===== config.mk =====
export PLATFORM = sky130hd
export DESIGN_NAME = branch_resolver
export DESIGN_NICKNAME = d
export VERILOG_FILES = /design/src/rtl/branch_resolver.sv
export SDC_FILE = /design/constraint.sdc
export NUM_CORES = 1
export LEC_CHECK = 0
export BUFFER_PORTS_ARGS = -buffer_cell sky130_fd_sc_hd__buf_2
export CORE_ASPECT_RATIO = 1.75
export CORE_MARGIN = 5
export CORE_UTILIZATION = 28
export DETAILED_ROUTE_END_ITERATION = 10
export PLACE_DENSITY = 0.42
export REMOVE_ABC_BUFFERS = 1
export SLEW_MARGIN = 20
export SYNTH_ARGS = -nofsm -noshare
export SYNTH_HDL_FRONTEND = slang
export SYNTH_SLANG_ARGS = --single-unit
export TNS_END_PERCENT = 10

===== constraint.sdc =====
create_clock -name clk -period 13.9 [get_ports clk]
set_input_delay 4.17 -clock clk [delete_from_list [all_inputs] [get_ports clk]]
set_output_delay 4.17 -clock clk [all_outputs]
set_load 0.1 [all_outputs]

===== src/rtl/branch_resolver.sv =====
// branch_resolver: resolves conditional branches from ALU compare flags.
// Captures the N/Z/C/V flags of A-B in Execute, evaluates the branch
// condition in Memory and compares it with the Fetch prediction. On a
// mispredict it redirects Fetch and holds FlushPipe for FLUSH_CYCLES cycles.
// It also owns the 2-bit saturating branch history table behind PredTakenF.
//
// Ports:
//   clk, reset                 clock, asynchronous active-high reset
//   StallE, FlushE             Execute hold / squash (either blocks capture)
//   BranchValidE, BranchOpE    branch in Execute and its funct3
//   NE, ZE, CE, VE             compare flags (CE=1 means A <u B)
//   PCE, PCTargetE, PredTakenE branch PC, taken target, carried prediction
//   PCF / PredTakenF           Fetch PC lookup / BHT prediction
//   ResolveValidM, RedirectM,
//   RedirectPCM, FlushPipe     resolution results in Memory
module branch_resolver #(
  parameter int unsigned WIDTH        = 32,
  parameter int unsigned BHT_IDX      = 6,
  parameter int unsigned FLUSH_CYCLES = 2
) (
  input  logic             clk,
  input  logic             reset,
  input  logic             StallE,
  input  logic             FlushE,
  input  logic             BranchValidE,
  input  logic [2:0]       BranchOpE,
  input  logic             NE,
  input  logic             ZE,
  input  logic             CE,
  input  logic             VE,
  input  logic [WIDTH-1:0] PCE,
  input  logic [WIDTH-1:0] PCTargetE,
  input  logic             PredTakenE,
  input  logic [WIDTH-1:0] PCF,
  output logic             PredTakenF,
  output logic             ResolveValidM,
  output logic             RedirectM,
  output logic [WIDTH-1:0] RedirectPCM,
  output logic             FlushPipe
);

  localparam int unsigned BHT_SIZE = 1 << BHT_IDX;
  localparam int unsigned CNT_W    = (FLUSH_CYCLES > 2) ? $clog2(FLUSH_CYCLES) : 1;

  typedef enum logic {S_IDLE = 1'b0, S_FLUSH = 1'b1} state_t;

  state_t             state, state_n;
  logic [CNT_W-1:0]   cnt, cnt_n;

  logic               valid_m;
  logic [2:0]         op_m;
  logic               n_m, z_m, c_m, v_m;
  logic [WIDTH-1:0]   target_m;
  logic [WIDTH-1:0]   pc4_m;
  logic               pred_m;
  logic [BHT_IDX-1:0] idx_m;

  logic [1:0]         bht [BHT_SIZE];

  logic               legal_e;
  logic               capture_e;
  logic               taken_m;
  logic               unused_pcf;

  // funct3 010/011 are not branches
  assign legal_e = (BranchOpE[2:1] != 2'b01);

  // Wrong-path branches (redirect in M or flush in progress) are dropped
  assign capture_e = BranchValidE & legal_e & ~StallE & ~FlushE &
                     (state == S_IDLE) & ~RedirectM;

  // Only the BHT index bits of the Fetch PC matter
  assign unused_pcf = ^{PCF[WIDTH-1:BHT_IDX+2], PCF[1:0]};

  // Execute -> Memory pipeline register
  always_ff @(posedge clk or posedge reset) begin
    if (reset) begin
      valid_m  <= 1'b0;
      op_m     <= 3'b000;
      n_m      <= 1'b0;
      z_m      <= 1'b0;
      c_m      <= 1'b0;
      v_m      <= 1'b0;
      target_m <= '0;
      pc4_m    <= '0;
      pred_m   <= 1'b0;
      idx_m    <= '0;
    end else begin
      valid_m <= capture_e;
      if (capture_e) begin
        op_m     <= BranchOpE;
        n_m      <= NE;
        z_m      <= ZE;
        c_m      <= CE;
        v_m      <= VE;
        target_m <= PCTargetE;
        pc4_m    <= PCE + WIDTH'(4);
        pred_m   <= PredTakenE;
        idx_m    <= PCE[BHT_IDX+1:2];
      end
    end
  end

  // Branch condition from the captured flags
  always_comb begin
    taken_m = 1'b0;
    case (op_m)
      3'b000:  taken_m = z_m;
      3'b001:  taken_m = ~z_m;
      3'b100:  taken_m = n_m ^ v_m;
      3'b101:  taken_m = ~(n_m ^ v_m);
      3'b110:  taken_m = c_m;
      3'b111:  taken_m = ~c_m;
      default: taken_m = 1'b0;
    endcase
  end

  // Resolution outputs
  always_comb begin
    ResolveValidM = valid_m;
    RedirectM     = valid_m & (taken_m != pred_m);
    RedirectPCM   = taken_m ? target_m : pc4_m;
  end

  // Branch history table: read is combinational and sees the pre-update value
  always_ff @(posedge clk or posedge reset) begin
    if (reset) begin
      for (int unsigned i = 0; i < BHT_SIZE; i++) begin
        bht[BHT_IDX'(i)] <= 2'b01;
      end
    end else if (valid_m) begin
      if (taken_m) begin
        if (bht[idx_m] != 2'b11) bht[idx_m] <= bht[idx_m] + 2'b01;
      end else begin
        if (bht[idx_m] != 2'b00) bht[idx_m] <= bht[idx_m] - 2'b01;
      end
    end
  end

  assign PredTakenF = bht[PCF[BHT_IDX+1:2]][1];

  // Flush FSM state register
  always_ff @(posedge clk or posedge reset) begin
    if (reset) begin
      state <= S_IDLE;
      cnt   <= '0;
    end else begin
      state <= state_n;
      cnt   <= cnt_n;
    end
  end

  // Flush FSM next state; the redirect cycle itself counts as the first flush cycle
  always_comb begin
    state_n = state;
    cnt_n   = cnt;
    case (state)
      S_IDLE: begin
        if (RedirectM && (FLUSH_CYCLES > 1)) begin
          state_n = S_FLUSH;
          cnt_n   = CNT_W'(FLUSH_CYCLES - 2);
        end
      end
      S_FLUSH: begin
        if (cnt == '0) begin
          state_n = S_IDLE;
        end else begin
          cnt_n = cnt - CNT_W'(1);
        end
      end
      default: state_n = S_IDLE;
    endcase
  end

  // Flush FSM outputs
  always_comb begin
    FlushPipe = 1'b0;
    if (RedirectM || (state == S_FLUSH)) FlushPipe = 1'b1;
  end

endmodule

### After elaboration in Yosys (flattened, before gate mapping)

Index checks and enable logic that the tools add are counted.
W data, S select, Z words.

* flip-flop bits (word level): 209
* input port bits: 109
* output and inout bits: 36
* logic and storage cells: 137

* $add $sub $neg: 4
* equal/unequal tests: 10
* multiplexer cells: 22
* magnitude comparators: 3
* reduce and logical (&&, ||, !) cells: 6
* bitwise logic cells: 16

Operators by type and width (count)
* $mux W128: 3
* $bwmux W128: 2
* $add A32 B3 Y32 const B: 1
* $mux W32: 1
* $bmux W2 S6: 2
* $ge A7 B7 Y1 const B: 2
* $not A6 Y7: 2
* $demux W2 S6: 1
* $eq A3 B3 Y1 const B: 4
* $mux W2: 5
* $lt A7 B1 Y1 const B: 1
* $not A1 Y1: 7
* $and A1 B1 Y1: 6
* $pmux W1 S6: 1
* $mux W1: 5
* $ne A2 B1 Y1 const B: 2
* $ne A2 B2 Y1 const B: 2
* $pmux W1 S2: 2
* $reduce_bool A2 Y1: 2
* $eq A3 B1 Y1 const B: 1
* $logic_not A3 Y1: 1
* $reduce_and A3 Y1: 1
* $add A2 B1 Y2 const B: 1
* $sub A2 B1 Y2 const B: 1
* 5 further kinds: 5

### Logic depth before layout (Yosys ltp)

Gate-level depths: netlist of run 1.

* depth in word-level cells: 8
* depth in mapped cells: 16
* gate-level depth less buffers: 13

### Worst setup path before layout of run 1

Ideal clock, no wire load.

* kind: input-to-output
* start point: input port PCF[3]
* end point: output port PredTakenF
* path slack: 1.994 ns
* stages on the path: 6
* buffers on the path: 2
* required time: 9.730 ns
* data arrival time: 7.736 ns
* path through: clkbuf_1 -> clkbuf_1 -> mux4_2 -> mux2i_1 -> mux4_2 -> o21ai_0

* longest elaborated chain between the ends: 4

Ends and longest elaborated chain
* start: declaration: RTL line 34 `input logic [WIDTH-1:0] PCF,`
* $not A6 Y7 (implied by the code): RTL line 140 `assign PredTakenF = bht[PCF[BHT_IDX+1:2]][1];`
* $bmux W2 S6: RTL line 140
* $mux W2 (implied by the code) (2 in series): RTL line 140
* end: declaration: RTL line 35 `output logic PredTakenF,`

Every way passes these cells. The select of a mux whose other input is x is not followed.

### Worst setup path in the final report of run 1

* start point: input port PCF[2]
* end point: output port PredTakenF

Same word-level chain as after synthesis.

==> results.md, run 1 <==
* Outcome: completed
* First-pass GRT wire length at 67800 um
* Placed insts at 1708
* Syn avg cell area at 11.1 um^2
* CTS Buf Count at 26
* Core area at 42500 um^2
* Largest cells by area after synthesis: dfrtp_1 30%, mux2_2 16%, dfstp_2 14%
* Crit Path Category: in2out
* Total track usage at 0.184
* Slew at the pin closest to its max-slew limit at 1.13 ns
* Mapped Area at 12000 um^2
* Max-cap violations at 0
* Worst-skew pair later-pin latency at 0.55 ns
* Max stage delay on crit path at 0.62 ns
* Antenna violations before repair at 0
* Vias in the first global route at 10600
* Std-Cell Rows at 100
* Top cell type's share of synthesized area at 0.300
* RSZ-0062 raised after global routing: no
* # clock sinks at 208
* Sequential area share after synthesis at 0.440
* CTS tree: built
* CP endpoint kind: primary output
* Routed Antenna Nets at 0
* Critical-path maximum fanout at 13
* Final global-route overflow total at 0
* Total power at 3.37 mW
* Highest clock rate at 94.5 MHz
* Die width at 167 um
* Die area at 47300 um^2
* Setup TNS at 0 ns
* Post-Layout Cell Count at 1756
* Setup WS pre-CTS at 3.29 ns
* Die Ht at 284 um
* Vias per cell at 5.73
* Post-CTS Resized at 0
* Vias post-DR at 10100
* Worst-path clk slew at 0.06 ns
* Most used DFF post-synth: dfrtp_1
* Pre-antenna DRT Iters at 5
* Hold Crit Class: reg2reg
* CTS H-tree depth at 1
* Post-DP HPWL at 30500 um
* Worst EP required at 9.73 ns
* Layout cells sized above 1 at 0.395
* Root Buffer: clkbuf_16
* DRT iter0 DRCs at 778
* CP cell instances: buf_2 -> mux4_2 -> mux4_2 -> mux2_2 -> nand2_1 -> o21ai_0 -> buf_2
* Pin count of the biggest net entering global routing at 87
* Pwr/cell area at 239 nW/um^2
* IO Port Bufs at 118
* Syn Inst Count at 1084
* Fin nets at 1287
* Min Tclk post-route at 10.59 ns
* Critical path launch point type: input pin
* Ys Warns at 0
* WL/cell at 25.7 um
* Post-CTS Setup Bufs at 0
* EDFF count, synth at 0
* Max IR drop VDD at 0.184 mV
* Diode count at 0
* I/O pins at 145
* Synth unique cells at 62
* Post-synth top area cell: dfrtp_1
* Setup violators final at 0
* Fin. Hold Viols at 0
* Fill cells at 4397
* Data arrival, critical path at 6.42 ns
* Cts hold-fix bufs at 0
* Register bit total from synthesis at 208
* Total routed wirelength at 45100 um
* Slew headroom at 0.239
* Setup WS post-layout at 3.31 ns
* Bufs on Longest Clock Path at 3
* Slowest CP cell: mux4_2
* Clock Skew at 0.0156 ns
* Period utilisation layout at 0.762
* GP Congestion at 0.875
* Area delta synth->final at 17.6%
* Leakage at 5.53 nW
* Slew Limit Fails at 0
* Initial core utilization at 0.282
* Async set-reset flop share out of synthesis at 1.00
* Drt drc at 0
[Yosys cell counts, types with 24 or more instances]
cell	count
a21oi_1	76
a221oi_1	74
clkbuf_1	59
dfrtp_1	144
dfstp_2	64
mux2_2	172
mux4_2	24
nand2_1	47
nand3_1	24
nor2_1	58
o21ai_0	33
o22ai_1	34
o32ai_1	33
[per-stage QoR]
step | util | hold slack [ns] | cell area [um^2]
final | 0.332 | 0.485 | 14100
after CTS | 0.332 | 0.493 | 14100
after global placement | 0.311 | 0.472 | 13200
after floorplan | - | 0.438 | 11600
after detailed placement | 0.311 | 0.480 | 13200
after global routing | 0.332 | 0.494 | 14100
[metal layers]
layer	track usage	up-vias	wire length [um]
met5	0	-	0
met4	0.103	0	2940
met3	0.0394	137	3240
met2	0.321	460	22400
met1	0.208	5069	16500
li1	-	4390	-
[layout make-up]
cell class / instances / area, um^2 / area share
Timing Repair Buffer: 153 / 853 / 0.0604
Multi-Input combinational cell: 776 / 6360 / 0.451
Clock buffer: 42 / 812 / 0.0575
Inverter: 10 / 45.0 / 0.00319
Tap cell: 561 / 702 / 0.0497
Sequential cell: 208 / 5290 / 0.374
Clock inverter: 6 / 61.3 / 0.00434
[cells by family (layout without fill, tap and decap cells)]
kind of cell	after synthesis	after routing	share of synthesized area
xor gates and xnor gates	30	30	0.0231
and+or+nand+nor	210	210	0.0871
DFF	208	208	0.440
AOI/OAI and AO/OA	306	306	0.179
buffers and inverters	100	211	0.0345
muxes	227	227	0.233
adders and majority gates	3	3	0.00313
[placed cells by master, fill, tap and decap left out, types with 4 or more instances in the layout]
| master | count |
|---|---|
| a211oi_1 | 4 |
| a21o_1 | 4 |
| a21oi_1 | 76 |
| a221o_1 | 6 |
| a221oi_1 | 74 |
| a22oi_1 | 9 |
| and2_1 | 7 |
| and3_1 | 8 |
| buf_2 | 118 |
| buf_4 | 35 |
| clkbuf_1 | 7 |
| clkbuf_16 | 27 |
| clkbuf_8 | 8 |
| dfrtp_1 | 144 |
| dfstp_2 | 64 |
| inv_1 | 7 |
| mux2_1 | 8 |
| mux2_2 | 172 |
| mux2i_1 | 23 |
| mux4_2 | 24 |
| nand2_1 | 47 |
| nand2b_1 | 8 |
| nand3_1 | 24 |
| nand4_1 | 7 |
| nor2_1 | 58 |
| nor2b_1 | 12 |
| nor3_1 | 13 |
| o21ai_0 | 31 |
| o21ai_1 | 7 |
| o22ai_1 | 34 |
| o32ai_1 | 33 |
| o41ai_1 | 5 |
| or2_2 | 4 |
| xnor2_1 | 20 |
| xor2_1 | 9 |
[worst max-delay path: cells and delay by family]
kind / cells / cell delay (ns)
AO/OA/AOI/OAI: 1 / 0.08
multiplexers: 3 / 1.38
buffers and inverters: 2 / 0.72
AND/OR/NAND/NOR: 1 / 0.06
[power by group]
group / leakage [nW] / total [mW] / switching, mW / internal (mW)
combinational: 2.63 / 1.73 / 1.27 / 0.462
sequential: 2.48 / 0.943 / 0.147 / 0.796
clock: 0.429 / 0.699 / 0.283 / 0.416
total: 5.53 / 3.37 / 1.70 / 1.67
[path summary, 6_finish.rpt]
kind	from	depth (start not counted)	end	slack, ns
worst min-delay path	flip-flop	1	flip-flop	0.49
worst min register to register	flip-flop	1	flip-flop	0.49
max in group asynchronous	reset	3	bht[61]$_DFFE_PP0P_	8.86
min in group asynchronous	reset	2	target_m[0]$_DFFE_PP0P_	3.70
worst max-delay path	PCF[2]	7	PredTakenF	3.31
worst max register to register	idx_m[1]$_DFFE_PP0P_	14	bht[119]$_DFFE_PP0P_	8.57
No activity file was read; power rests on OpenSTA's default activity.
==> run 2, diff against run 1 <==
Settings changed: ABC_AREA set to 1, PLACE_DENSITY 0.42 to 0.44.
Clock period 13.9 ns to 9.6 ns, I/O delays scaled along.
==> results.md, run 2 <==
* Largest cells by area after synthesis: dfrtp_1 28%, nand2_1 25%, dfstp_2 13% (was dfrtp_1 30%, mux2_2 16%, dfstp_2 14%)
* Die width at 171 um (was 167 um)
* Vias per cell at 4.83 (was 5.73)
* Fin. Hold Viols at 0 (unchanged)
* Fin nets at 2083 (was 1287)
* DRT iter0 DRCs at 634 (was 778)
* Period utilisation layout at 0.804
* RSZ-0062 raised after global routing: no (unchanged)
* Initial core utilization at 0.283 (was 0.282)
* Diode count at 0 (unchanged)
* Outcome: completed (unchanged)
* Final global-route overflow total at 0 (unchanged)
* Bufs on Longest Clock Path at 3 (unchanged)
* FF-to-FF setup slack at 4.09 ns (was 8.57 ns)
* Max-cap violations at 0 (unchanged)
* Mapped Area at 12700 um^2 (was 12000 um^2)
* Worst-path clk slew at 0.06 ns (about the same)
* Syn Inst Count at 1912 (was 1084)
* Setup TNS at 0 ns (unchanged)
* Total routed wirelength at 47200 um (was 45100 um)
* Slew Limit Fails at 0 (unchanged)
* Worst reg-to-reg path cell count at 21 (was 14)
* Final core occ at 0.319 (was 0.332)
* Max IR drop VDD at 0.282 mV (was 0.184 mV)
* Cts hold-fix bufs at 0 (unchanged)
* GP Congestion at 0.921 (was 0.875)
* Top-count cell post-synth: nand2_1 (was mux2_2)
* CTS H-tree depth at 1 (unchanged)
* Layout cells sized above 1 at 0.135 (was 0.395)
* Async set-reset flop share out of synthesis at 1.00 (unchanged)
* CP Launch Point: PCF[3] (was PCF[2])
* Post-CTS Resized at 0 (unchanged)
* Vias post-DR at 12400 (was 10100)
* Area delta synth->final at 13.0% (was 17.6%)
* Commonest non-fill, non-tap cell in the layout: nand2_1 (was mux2_2)
* Die Ht at 292 um (was 284 um)
* Critical-path maximum fanout at 19 (was 13)
* CTS tree: built (unchanged)
* # clock sinks at 208 (unchanged)
* Data arrival, critical path at 4.84 ns (was 6.42 ns)
* Sequential cell area at 5290 um^2 (about the same)
* Most frequent cells in the layout: 859 x nand2_1, 171 x nor2_1, 148 x nand3_1 (was 172 x mux2_2, 144 x dfrtp_1, 118 x buf_2)
* Top cell type's share of synthesized area at 0.284 (was 0.300)
* Root Buffer: clkbuf_16 (unchanged)
* Crit Path Category: in2out (unchanged)
* Sequential area share after synthesis at 0.416 (was 0.440)
* WL/cell at 18.4 um (was 25.7 um)
* Synth unique cells at 30 (was 62)
* Pin count of the biggest net entering global routing at 96 (was 87)
* Hold path depth at 2 (was 1)
* Setup violators final at 0 (unchanged)
* Core area at 45000 um^2 (was 42500 um^2)
* Worst-skew pair later-pin latency at 0.54 ns (was 0.55 ns)
* IO Port Bufs at 118 (unchanged)
* Min Tclk post-route at 7.72 ns
* Setup WS post-layout at 1.88 ns (was 3.31 ns)
* Highest clock rate at 130 MHz
* Total track usage at 0.188 (was 0.184)
* Fill cells at 4990 (was 4397)
* Pwr/cell area at 238 nW/um^2 (was 239 nW/um^2)
* Routed Antenna Nets at 0 (unchanged)
* Multi-input logic area at 6230 um^2 (was 6360 um^2)
* Setup WS pre-CTS at 1.90 ns (was 3.29 ns)
* Register bit total from synthesis at 208 (unchanged)
* Clock Skew at 0.0132 ns (was 0.0156 ns)
* Final instance area at 14400 um^2 (was 14100 um^2)
* Vias in the first global route at 12700 (was 10600)
* I/O pins at 145 (unchanged)
* Drt drc at 0 (unchanged)
* Leakage at 6.99 nW (was 5.53 nW)
* Slew headroom at 0.358 (was 0.239)
* RR Startpoint: idx_m[0]$_DFFE_PP0P_ (was idx_m[1]$_DFFE_PP0P_)
* Std-Cell Rows at 103 (was 100)
* Post-CTS Setup Bufs at 0 (unchanged)
* Post-synth top area cell: dfrtp_1 (unchanged)
* Most used DFF post-synth: dfrtp_1 (unchanged)
* Antenna violations before repair at 0 (unchanged)
* Hold Crit Class: reg2reg (unchanged)
* CTS Buf Count at 25 (was 26)
* Post-DP HPWL at 31500 um (was 30500 um)
* Pre-antenna DRT Iters at 5 (unchanged)
* Syn avg cell area at 6.65 um^2 (was 11.1 um^2)
* Area after DPL at 13600 um^2 (was 13200 um^2)
* Slew at the pin closest to its max-slew limit at 0.961 ns (was 1.13 ns)
* First-pass GRT wire length at 73600 um (was 67800 um)
* Critical path launch point type: input pin (unchanged)
* Ys Warns at 0 (unchanged)
* Top cells by count, synth: 859 x nand2_1, 171 x nor2_1, 148 x nand3_1 (was 172 x mux2_2, 144 x dfrtp_1, 76 x a21oi_1)
* EDFF count, synth at 0 (unchanged)
* Worst EP required at 6.72 ns (was 9.73 ns)
* CP endpoint kind: primary output (unchanged)
* Die area at 49900 um^2 (was 47300 um^2)
-- run 2: cell count changes after synthesis, moves of 24 or more --
cell      previous run  this run
o32ai_1             33         0
nor2_1              58       171
o21ai_1              6        40
clkbuf_1            59        30
o22ai_1             34         3
nand2_1             47       859
inv_1                8       141
mux4_2              24         0
a221oi_1            74         0
mux2_2             172         0
o21ai_0             33        89
a21oi_1             76        19
nand4_1              7        46
nand3_1             24       148
-- run 2: cell families after synthesis --
family          after synthesis  share of synthesized area
compound gates              155                     0.0621
flops                       208                      0.416
xor+xnor                     26                     0.0185
fa+ha+maj                     3                    0.00295
simple gates               1263                      0.404
buf+inv                     257                     0.0965
-- run 2: cell type report --
cell class	count	share of cell area
Clock buffer	36	0.0492
Clock inverter	9	0.00679
Inverter	150	0.0397
Multi-Input combinational cell	1447	0.434
Sequential cell	208	0.368
Tap cell	577	0.0503
Timing Repair Buffer	139	0.0521
-- run 2: how the worst max path moves through the flow --
stage,end,cells past startpoint
after global placement,PredTakenF,10
after global routing,PredTakenF,10
after floorplan,ResolveValidM$_DFF_PP0_,1
after CTS,PredTakenF,10
final,PredTakenF,10
after detailed placement,PredTakenF,10
-- run 2: stage by stage --
step / hold slack (ns) / power (mW) / instances
floorplan: 0.418 / 2.03 / 1805
global placement: 0.454 / 2.47 / 2521
detailed placement: 0.459 / 2.48 / 2521
CTS: 0.471 / 3.47 / 2566
global route: 0.478 / 3.60 / 2566
finish: 0.469 / 3.42 / 2566
-- run 2: where the power goes --
part | total [mW] | leakage, nW | internal, mW | switching (mW)
logic | 1.35 | 4.05 | 0.227 | 1.12
clock network | 0.971 | 0.397 | 0.564 | 0.407
registers | 1.10 | 2.55 | 1.02 | 0.0802
-- run 2: worst max-delay path: stages --
cell      delay, ns
buf_2          0.36
inv_1          0.38
a21oi_1        0.20
o21ai_0        0.10
nand3_1        0.12
nand3_1        0.08
nand3_1        0.08
nand3b_1       0.07
nand2_1        0.10
buf_2          0.44
-- run 2: per-layer routing --
metal	global-route usage	wire length (um)
met5	0	0
met4	0.0685	1700
met3	0.0275	2280
met2	0.352	25200
met1	0.213	18000
==> run 3, diff against run 2 <==
Clock period 9.6 ns to 6.4 ns, I/O delays scaled along.
==> results.md, run 3 (same netlist as run 2, synthesis figures left out) <==
* Max IR drop VDD at 0.378 mV (was 0.282 mV)
* CP endpoint kind: primary output (unchanged)
* Worst-skew pair later-pin latency at 0.57 ns (was 0.54 ns)
* Data arrival, critical path at 3.59 ns (was 4.84 ns)
* Leakage at 7.08 nW (was 6.99 nW)
* Core area at 45000 um^2 (unchanged)
* Die Ht at 292 um (unchanged)
* Std-Cell Rows at 103 (unchanged)
* Vias post-DR at 12500 (was 12400)
* Post-CTS Setup Bufs at 0 (unchanged)
* Outcome: completed (unchanged)
* Slew Limit Fails at 0 (unchanged)
* Sw Ratio at 0.460 (was 0.471)
* CTS tree: built (unchanged)
* Hold path depth at 2 (unchanged)
* Bufs on Longest Clock Path at 3 (unchanged)
* RSZ-0062 raised after global routing: no (unchanged)
* Highest clock rate at 181 MHz
* Setup violators final at 0 (unchanged)
* Die area at 49900 um^2 (unchanged)
* Root Buffer: clkbuf_16 (unchanged)
* Initial core utilization at 0.283 (unchanged)
* Commonest non-fill, non-tap cell in the layout: nand2_1 (unchanged)
* Vias per cell at 4.83 (about the same)
* Hold Crit Class: reg2reg (unchanged)
* Worst-path clk slew at 0.06 ns (about the same)
* Psw at 2.45 mW (was 1.61 mW)
* Most frequent cells in the layout: 859 x nand2_1, 171 x nor2_1, 148 x nand3_1 (unchanged)
* Die width at 171 um (unchanged)
* Slew at the pin closest to its max-slew limit at 0.999 ns (was 0.961 ns)
* WL/cell at 18.5 um (was 18.4 um)
* Slew headroom at 0.334 (was 0.358)
* Fin. Hold Viols at 0 (unchanged)
* Critical-path maximum fanout at 25 (was 19)
* Setup WS post-layout at 0.890 ns (was 1.88 ns)
* CTS Buf Count at 25 (unchanged)
* Cts hold-fix bufs at 0 (unchanged)
* Drt drc at 0 (unchanged)
* Critical path launch point type: input pin (unchanged)
* # clock sinks at 208 (unchanged)
* CTS H-tree depth at 1 (unchanged)
* Clock Skew at 0.0329 ns (was 0.0132 ns)
* Area after DPL at 13700 um^2 (was 13600 um^2)
* Hold slack at 0.467 ns (was 0.469 ns)
* Routed Antenna Nets at 0 (unchanged)
* Post-DP HPWL at 32000 um (was 31500 um)
* Worst reg-to-reg path cell count at 15 (was 21)
* Area delta synth->final at 14.6% (was 13.0%)
* Pre-antenna DRT Iters at 5 (unchanged)
* Final global-route overflow total at 0 (unchanged)
* Total track usage at 0.189 (was 0.188)
* Vias in the first global route at 12700 (about the same)
* Post-CTS Resized at 0 (unchanged)
* GP Congestion at 0.901 (was 0.921)
* IO Port Bufs at 118 (unchanged)
* Fill cells at 4896 (was 4990)
* Clock share of power at 0.292 (was 0.284)
* Setup WS pre-CTS at 0.907 ns (was 1.90 ns)
* I/O pins at 145 (unchanged)
* DRT iter0 DRCs at 779 (was 634)
* Fin nets at 2093 (was 2083)
* Int Pwr at 2.87 mW (was 1.81 mW)
* Setup TNS at 0 ns (unchanged)
* Antenna violations before repair at 0 (unchanged)
* Crit Path Category: in2out (unchanged)
* Pwr/cell area at 365 nW/um^2 (was 238 nW/um^2)
* Final instance area at 14600 um^2 (was 14400 um^2)
* Max-cap violations at 0 (unchanged)
* Total power at 5.32 mW (was 3.42 mW)
* Diode count at 0 (unchanged)
* Worst EP required at 4.48 ns (was 6.72 ns)
* Min Tclk post-route at 5.51 ns
* Period utilisation layout at 0.861
* Total routed wirelength at 47800 um (was 47200 um)
* Layout cells sized above 1 at 0.139 (was 0.135)
* Sequential share of power at 0.311 (was 0.322)
* First-pass GRT wire length at 73900 um (was 73600 um)
* Comb pwr share at 0.397 (was 0.394)
* Pin count of the biggest net entering global routing at 122 (was 96)
-- run 3: cell types whose count changed in the layout (fill, tap and decap cells not counted), sizes merged --
cell    delta
bufinv     +2
buf       +10
clkinv     -2
clkbuf     +1
-- run 3: area by class of cell --
type | count | area [um^2] | area share
repair buffers | 149 | 876 | 0.0602
flip-flops and latches | 208 | 5290 | 0.363
multi-input cells | 1447 | 6230 | 0.428
inverters | 150 | 572 | 0.0393
well taps | 577 | 722 | 0.0496
clock buffers | 37 | 721 | 0.0495
clock inverters | 9 | 151 | 0.0104
-- run 3: final timing paths --
check,start,to,slack [ns]
max in group asynchronous,reset,idx_m[0]$_DFFE_PP0P_,3.84
hold reg to reg,flip-flop,flip-flop,0.47
min in group asynchronous,reset,bht[121]$_DFFE_PP0P_,1.57
setup reg to reg,idx_m[0]$_DFFE_PP0P_,bht[97]$_DFFE_PP0P_,1.87
setup / recovery,PCF[2],PredTakenF,0.89
hold / removal,flip-flop,flip-flop,0.47
-- run 3: worst max-delay path, stage by stage --
cell	delay, ns
buf_2	0.11
inv_1	0.57
nand2_1	0.10
o21ai_0	0.10
nand2_1	0.07
nand3_1	0.10
nand3_1	0.10
nand3_1	0.10
nand3b_1	0.08
nand2_1	0.14
buf_12	0.19
-- run 3: routing by layer --
layer | global-route usage | part of all wire | vias to the layer above
met5 | 0 | 0 | -
met1 | 0.220 | 0.39 | 5845
li1 | - | - | 6125
met2 | 0.337 | 0.51 | 372
met3 | 0.0253 | 0.048 | 117
met4 | 0.0909 | 0.053 | 0
-- run 3: per-stage QoR --
step                instances   util
floorplan                1805      -
global placement         2531  0.304
detailed placement       2531  0.304
CTS                      2577  0.324
global route             2577  0.324
finish                   2577  0.324
-- run 3: power by group through the flow --
stage               combinational [mW]  clock [mW]  sequential (mW)
finish                            2.11        1.55             1.65
global route                      2.27        1.64             1.68
detailed placement                2.13           0             1.67
CTS                               2.13        1.60             1.65
global placement                  2.12           0             1.67
floorplan                         1.38           0             1.66
